### src/rtl/read_bram.sv
// read_bram: streams BRAM[offset +: length] onto a write sink through a credit-guarded skid FIFO.
// Define READ_BRAM_LOOP_EN to add loop_count (region replayed loop_count+1 times per op_start).
module read_bram #(
  parameter int WIDTH        = 512,
  parameter int ADDR_WIDTH   = 16,
  parameter int READ_LATENCY = 2,
  parameter int SKID_DEPTH   = 8
) (
  input  logic                  clk,
  input  logic                  reset,
  input  logic                  op_start,
  input  logic [31:0]           configreg,
`ifdef READ_BRAM_LOOP_EN
  input  logic [15:0]           loop_count,
`endif
  output logic                  op_done,
  output logic                  memory_access_re,
  output logic [ADDR_WIDTH-1:0] memory_access_raddr,
  input  logic [WIDTH-1:0]      memory_access_rdata,
  output logic                  out_read_we,
  output logic [WIDTH-1:0]      out_read_wdata,
  input  logic                  out_read_almostfull
);
  localparam int PW = SKID_DEPTH > 1 ? $clog2(SKID_DEPTH) : 1;
  localparam int CW = $clog2(SKID_DEPTH + 1);
  localparam logic [CW:0] DEPTH = (CW+1)'(SKID_DEPTH);

  if (SKID_DEPTH < READ_LATENCY + 3) begin : g_depth_chk
    $error("read_bram: SKID_DEPTH must be >= READ_LATENCY+3");
  end
  if (READ_LATENCY < 1) begin : g_lat_chk
    $error("read_bram: READ_LATENCY must be >= 1");
  end

  typedef enum logic [1:0] {IDLE, READ, DRAIN} state_t;

  state_t                  state_q, state_d;
  logic [15:0]             offset_q, offset_d, length_q, length_d, issued_q, issued_d;
  logic                    re_q, re_d, we_q, we_d, done_q, done_d;
  logic [ADDR_WIDTH-1:0]   raddr_q, raddr_d;
  logic [READ_LATENCY-1:0] valid_q, valid_d;
  logic [CW-1:0]           inflight_q, inflight_d, count_q, count_d;
  logic [PW-1:0]           wr_ptr_q, wr_ptr_d, rd_ptr_q, rd_ptr_d;
  logic [WIDTH-1:0]        wdata_q, wdata_d;
  logic [WIDTH-1:0]        skid_q [SKID_DEPTH];
  logic                    start, issue, push, pop, last, wrap, drain_done;
`ifdef READ_BRAM_LOOP_EN
  logic [15:0]             loops_q, loops_d, pass_q, pass_d;
`endif

  function automatic logic [PW-1:0] inc(input logic [PW-1:0] p);
    return p == PW'(SKID_DEPTH - 1) ? '0 : p + 1'b1;
  endfunction

  // credits = SKID_DEPTH - skid_count - inflight; issue only while a credit remains
  always_comb begin
    start      = state_q == IDLE && op_start;
    push       = valid_q[READ_LATENCY-1];
    pop        = count_q != '0 && !out_read_almostfull;
    issue      = state_q == READ && issued_q < length_q &&
                 ({1'b0, count_q} + {1'b0, inflight_q}) < DEPTH;
    last       = issue && issued_q + 16'd1 == length_q;
`ifdef READ_BRAM_LOOP_EN
    wrap       = last && pass_q != loops_q;
`else
    wrap       = 1'b0;
`endif
    drain_done = state_q == DRAIN && inflight_q == '0 && count_q == '0;
  end

  always_comb begin
    state_d = (start && configreg[31:16] != '0) ? READ :
              (last && !wrap)                   ? DRAIN :
              drain_done                        ? IDLE : state_q;
  end

  always_comb begin
    offset_d   = start ? configreg[15:0] : offset_q;
    length_d   = start ? configreg[31:16] : length_q;
    issued_d   = (start || wrap) ? '0 : issue ? issued_q + 16'd1 : issued_q;
`ifdef READ_BRAM_LOOP_EN
    loops_d    = start ? loop_count : loops_q;
    pass_d     = start ? '0 : wrap ? pass_q + 16'd1 : pass_q;
`endif
    re_d       = issue;
    raddr_d    = issue ? ADDR_WIDTH'(offset_q + issued_q) : raddr_q;
    valid_d    = READ_LATENCY'({valid_q, re_q});
    inflight_d = inflight_q + CW'(issue) - CW'(push);
    count_d    = count_q + CW'(push) - CW'(pop);
    wr_ptr_d   = push ? inc(wr_ptr_q) : wr_ptr_q;
    rd_ptr_d   = pop ? inc(rd_ptr_q) : rd_ptr_q;
    we_d       = pop;
    wdata_d    = pop ? skid_q[rd_ptr_q] : wdata_q;
    done_d     = (start && configreg[31:16] == '0) || drain_done;
  end

  always_ff @(posedge clk) begin
    if (reset) begin
      state_q    <= IDLE;
      issued_q   <= '0;
      re_q       <= 1'b0;
      we_q       <= 1'b0;
      done_q     <= 1'b0;
      valid_q    <= '0;
      inflight_q <= '0;
      count_q    <= '0;
      wr_ptr_q   <= '0;
      rd_ptr_q   <= '0;
    end else begin
      state_q    <= state_d;
      issued_q   <= issued_d;
      re_q       <= re_d;
      we_q       <= we_d;
      done_q     <= done_d;
      valid_q    <= valid_d;
      inflight_q <= inflight_d;
      count_q    <= count_d;
      wr_ptr_q   <= wr_ptr_d;
      rd_ptr_q   <= rd_ptr_d;
    end
  end

  always_ff @(posedge clk) begin
    offset_q <= offset_d;
    length_q <= length_d;
    raddr_q  <= raddr_d;
    wdata_q  <= wdata_d;
`ifdef READ_BRAM_LOOP_EN
    loops_q  <= loops_d;
    pass_q   <= pass_d;
`endif
    if (push) skid_q[wr_ptr_q] <= memory_access_rdata;
  end

  assign op_done             = done_q;
  assign memory_access_re    = re_q;
  assign memory_access_raddr = raddr_q;
  assign out_read_we         = we_q;
  assign out_read_wdata      = wdata_q;
endmodule

### config.mk
export PLATFORM = sky130hd
export DESIGN_NAME = read_bram
export DESIGN_NICKNAME = d
export VERILOG_FILES = /design/src/rtl/read_bram.sv
export SDC_FILE = /design/constraint.sdc
export NUM_CORES = 2
export LEC_CHECK = 0
export CORE_ASPECT_RATIO = 0.5
export CORE_MARGIN = 8
export CORE_UTILIZATION = 55
export DETAILED_ROUTE_END_ITERATION = 8
export PLACE_DENSITY = 0.8
export SLEW_MARGIN = 0
export SYNTH_ARGS = -nofsm -noshare
export SYNTH_HDL_FRONTEND = slang
export SYNTH_SLANG_ARGS = --single-unit
### constraint.sdc
create_clock -name clk -period 41.4 [get_ports clk]
set_input_delay 8.28 -clock clk [delete_from_list [all_inputs] [get_ports clk]]
set_output_delay 8.28 -clock clk [all_outputs]
set_load 0.03 [all_outputs]
==> out/qor.yml <==
setup_path:
  crit_start: "out_read_almostfull"
  crit_cells: 5
  r2r_start: "rd_ptr_q[1]"
  r2r-end: "out_read_wdata[500]"
  reg2reg_slack_ns: 34.78
  crit_chain: "clkdlybuf4s50_1 -> nand2b_1 -> inv_8 -> buf_4 -> buf_4"
  arrival_ns: 11.64
  reg2reg_depth: 7
  start_kind: "input pin"
  path_buf_inv: 4
  endpoint: "out_read_wdata[415]"
  critPathKind: "in -> reg"
  crit_family: "buffers and inverters"
  cp_max_fo: 81
  end_kind: "flop"
  cp.required_ns: 41.92
  cp_common_cell: "buf_4"
  worst_path_max_delay_cell: "buf_4"
  slowest_delay_ns: 0.84
hold_path:
  hold_class: "reg -> reg"
grt:
  grt_pass1_wl_mm: 595
  grt_overflow: 0
  grt_pass1_vias: 82053
  antenna_found_initial: 210
  grt_max_degree: 141
  grt_use_total_pct: 24.7
final_layout:
  num-nets-final: 8818
  multi_input_area_um2: 31500
  drive_above_1_share_pct: 26.1
  regArea_um2: 141000
  fillers: 18939
  final_cells: 12893
  area_growth_pct: 16.7
clock_tree:
  htreeDepth: 5
  postCtsSetupBuffers: 0
  cts_made_buffers: 391
  clk_path_buf_depth: 4
  cts_hold_buf: 0
  path_clk_slew_ns: 0.07
  ctsRootBufferMaster: "clkbuf_16"
  cts_sinks: 4693
  clock_latency_ns: 0.97
  cts.repair.resized: 0
  cts_tree: "yes"
power_and_ir_drop:
  leakagePower_nw: 61.9
  pwr_density_cell_nw_per_um2: 55.6
  power_mw: 11.2
  ir_worst_vdd_uv: 58.7
synth:
  ys.flop_type: "edfxtp_1"
  netlist_instances: 6929
  yosysWarnings: 0
  synth-seq-cells: 4693
  async_reset_ff_share_pct: 0
  synth_area_um2: 173000
  synth_edf_count: 4656
  syn_nets: 7529
  ys_seq_area_share_pct: 81.1
  syn_avg_cell_area_um2: 25.0
  synth.distinct_cells: 54
timing:
  rsz0062_at_grt: "false"
  min_period_ns: 11.12
  setup_violations: 0
  tns_ns: 0
  final_hold_viol_count: 0
  fin_skew_ns: 0.0961
  drv_slew: 0
  worst_pin_slew_ns: 1.16
  max_freq_mhz: 89.9
  max_slew_margin_pct: 22.7
  fin_crit_sh_pct: 26.9
placed_design:
  place_inst: 12014
  gp_congestion: 0.800
  io_buffers: 1078
  dpl.hpwl_mm: 239
routing:
  vias_per_cell: 6.24
  wire_per_inst_um: 33.6
  drt_first_pass_iters: 5
  antenna_left: 0
  num_vias: 80430
  drc: 0
  drt_iter0_markers: 9656
  wl_mm: 433
floorplan:
  start_util_pct: 55.4
  pin_count: 1079
  fp.dieH_um: 413
  row_count: 145
  die_w_um: 810
  dieArea_um2: 334000
  core_um2: 313000
status:
  status: "finished, final reports clean"
flow_run:
  maxCapViolCount: 0
[final cells by class]
type / count / area share (%)
Antenna cell: 182 / 0.225
Sequential cell: 4693 / 69.5
Tap cell: 4189 / 2.59
Clock buffer: 466 / 4.99
Inverter: 39 / 0.0761
Multi-Input combinational cell: 1894 / 15.6
Timing Repair Buffer: 1199 / 5.92
Clock inverter: 231 / 1.17
[worst reg2reg max path: stages (launching register included)]
cell	delay (ns)
dfxtp_4	0.94
buf_12	0.58
buf_4	1.28
buf_4	0.97
buf_4	0.90
buf_4	0.92
mux4_2	0.51
mux2_2	0.28
[layout by cell type, fill, tap and decap left out, types with 28 or more instances in the layout]
cell type,count
a21oi_1,28
diode_2,182
buf_4,99
edfxtp_1,4656
mux4_2,1024
clkbuf_1,74
dfxtp_1,34
inv_1,38
clkdlybuf4s50_1,1078
bufinv_16,35
nor2_1,35
clkinv_1,81
ha_1,49
clkinv_2,62
clkbuf_16,392
mux2_2,512
[synthesized netlist by cell type, drive strengths merged (7+ instances only)]
cell / instances / area, um^2
clkbuf: 168 / 631
and3: 7 / 43.8
dfxtp: 37 / 741
edfxtp: 4656 / 140000
nand2: 27 / 101
mux2i: 7 / 70.1
o21a: 9 / 67.6
nor4: 8 / 50.1
nor3: 13 / 65.1
mux2: 512 / 5770
buf: 135 / 582
nor2b: 9 / 56.3
a21oi: 28 / 140
nand3: 10 / 50.1
o31ai: 9 / 67.6
or3: 7 / 43.8
a21o: 9 / 67.6
mux4: 1024 / 23100
or4: 10 / 78.8
inv: 39 / 146
ha: 49 / 613
xnor2: 22 / 193
nor2: 42 / 158
nand4: 12 / 81.3
o21ai: 15 / 75.1
xor2: 14 / 123
[power by group]
part | switching (mW) | internal, mW | total (mW) | leakage, nW
logic | 1.09 | 0.872 | 1.96 | 13.4
clock network | 1.71 | 1.98 | 3.69 | 6.04
registers | 0.104 | 5.49 | 5.59 | 42.4
[how the worst min path moves through the flow]
stage / end / slack [ns] / start / cells past startpoint
after floorplan: valid_q[1] / 0.41 / valid_q[0] / 1
after global placement: valid_q[1] / 0.43 / valid_q[0] / 1
after detailed placement: valid_q[1] / 0.44 / valid_q[0] / 1
after CTS: valid_q[1] / 0.45 / valid_q[0] / 1
after global routing: valid_q[1] / 0.48 / valid_q[0] / 1
final: valid_q[1] / 0.45 / valid_q[0] / 1
[sequential cells by signal, summed over array words and instances (netlist names), 4 cells and up]
register and count:
count_q 4, inflight_q 4, issued_q 16, length_q 16
memory_access_raddr 16, offset_q 16, out_read_wdata 512, skid_q 4096
[stage by stage]
stage	cell area, um^2	setup WS (ns)	utilization, %	hold slack, ns
after floorplan	173000	4.42	-	0.414
after global placement	189000	29.49	60.5	0.428
after detailed placement	189000	29.40	60.5	0.438
after CTS	202000	30.37	64.5	0.447
after global routing	202000	30.18	64.6	0.479
final	202000	30.28	64.6	0.454
[per-layer routing]
metal / GRT usage [%] / share of wire [%] / vias to the layer above
li1: - / - / 32382
met1: 28.4 / 33 / 42487
met2: 42.3 / 52 / 4451
met3: 2.85 / 5.6 / 1106
met4: 20.3 / 9.2 / 4
met5: 0 / 0.0062 / -
[kinds of logic (layout without fill, tap and decap cells)]
logic type | Yosys count | count (layout) | share of synthesized area [%]
compound gates | 99 | 99 | 0.379
xor+xnor | 36 | 36 | 0.182
fa+ha+maj | 52 | 52 | 0.388
buf+inv | 342 | 1935 | 0.784
flops | 4693 | 4693 | 81.1
mux | 1543 | 1543 | 16.7
other cells | 0 | 182 | 0
simple gates | 164 | 164 | 0.504
No activity file was read; power rests on OpenSTA's default activity.
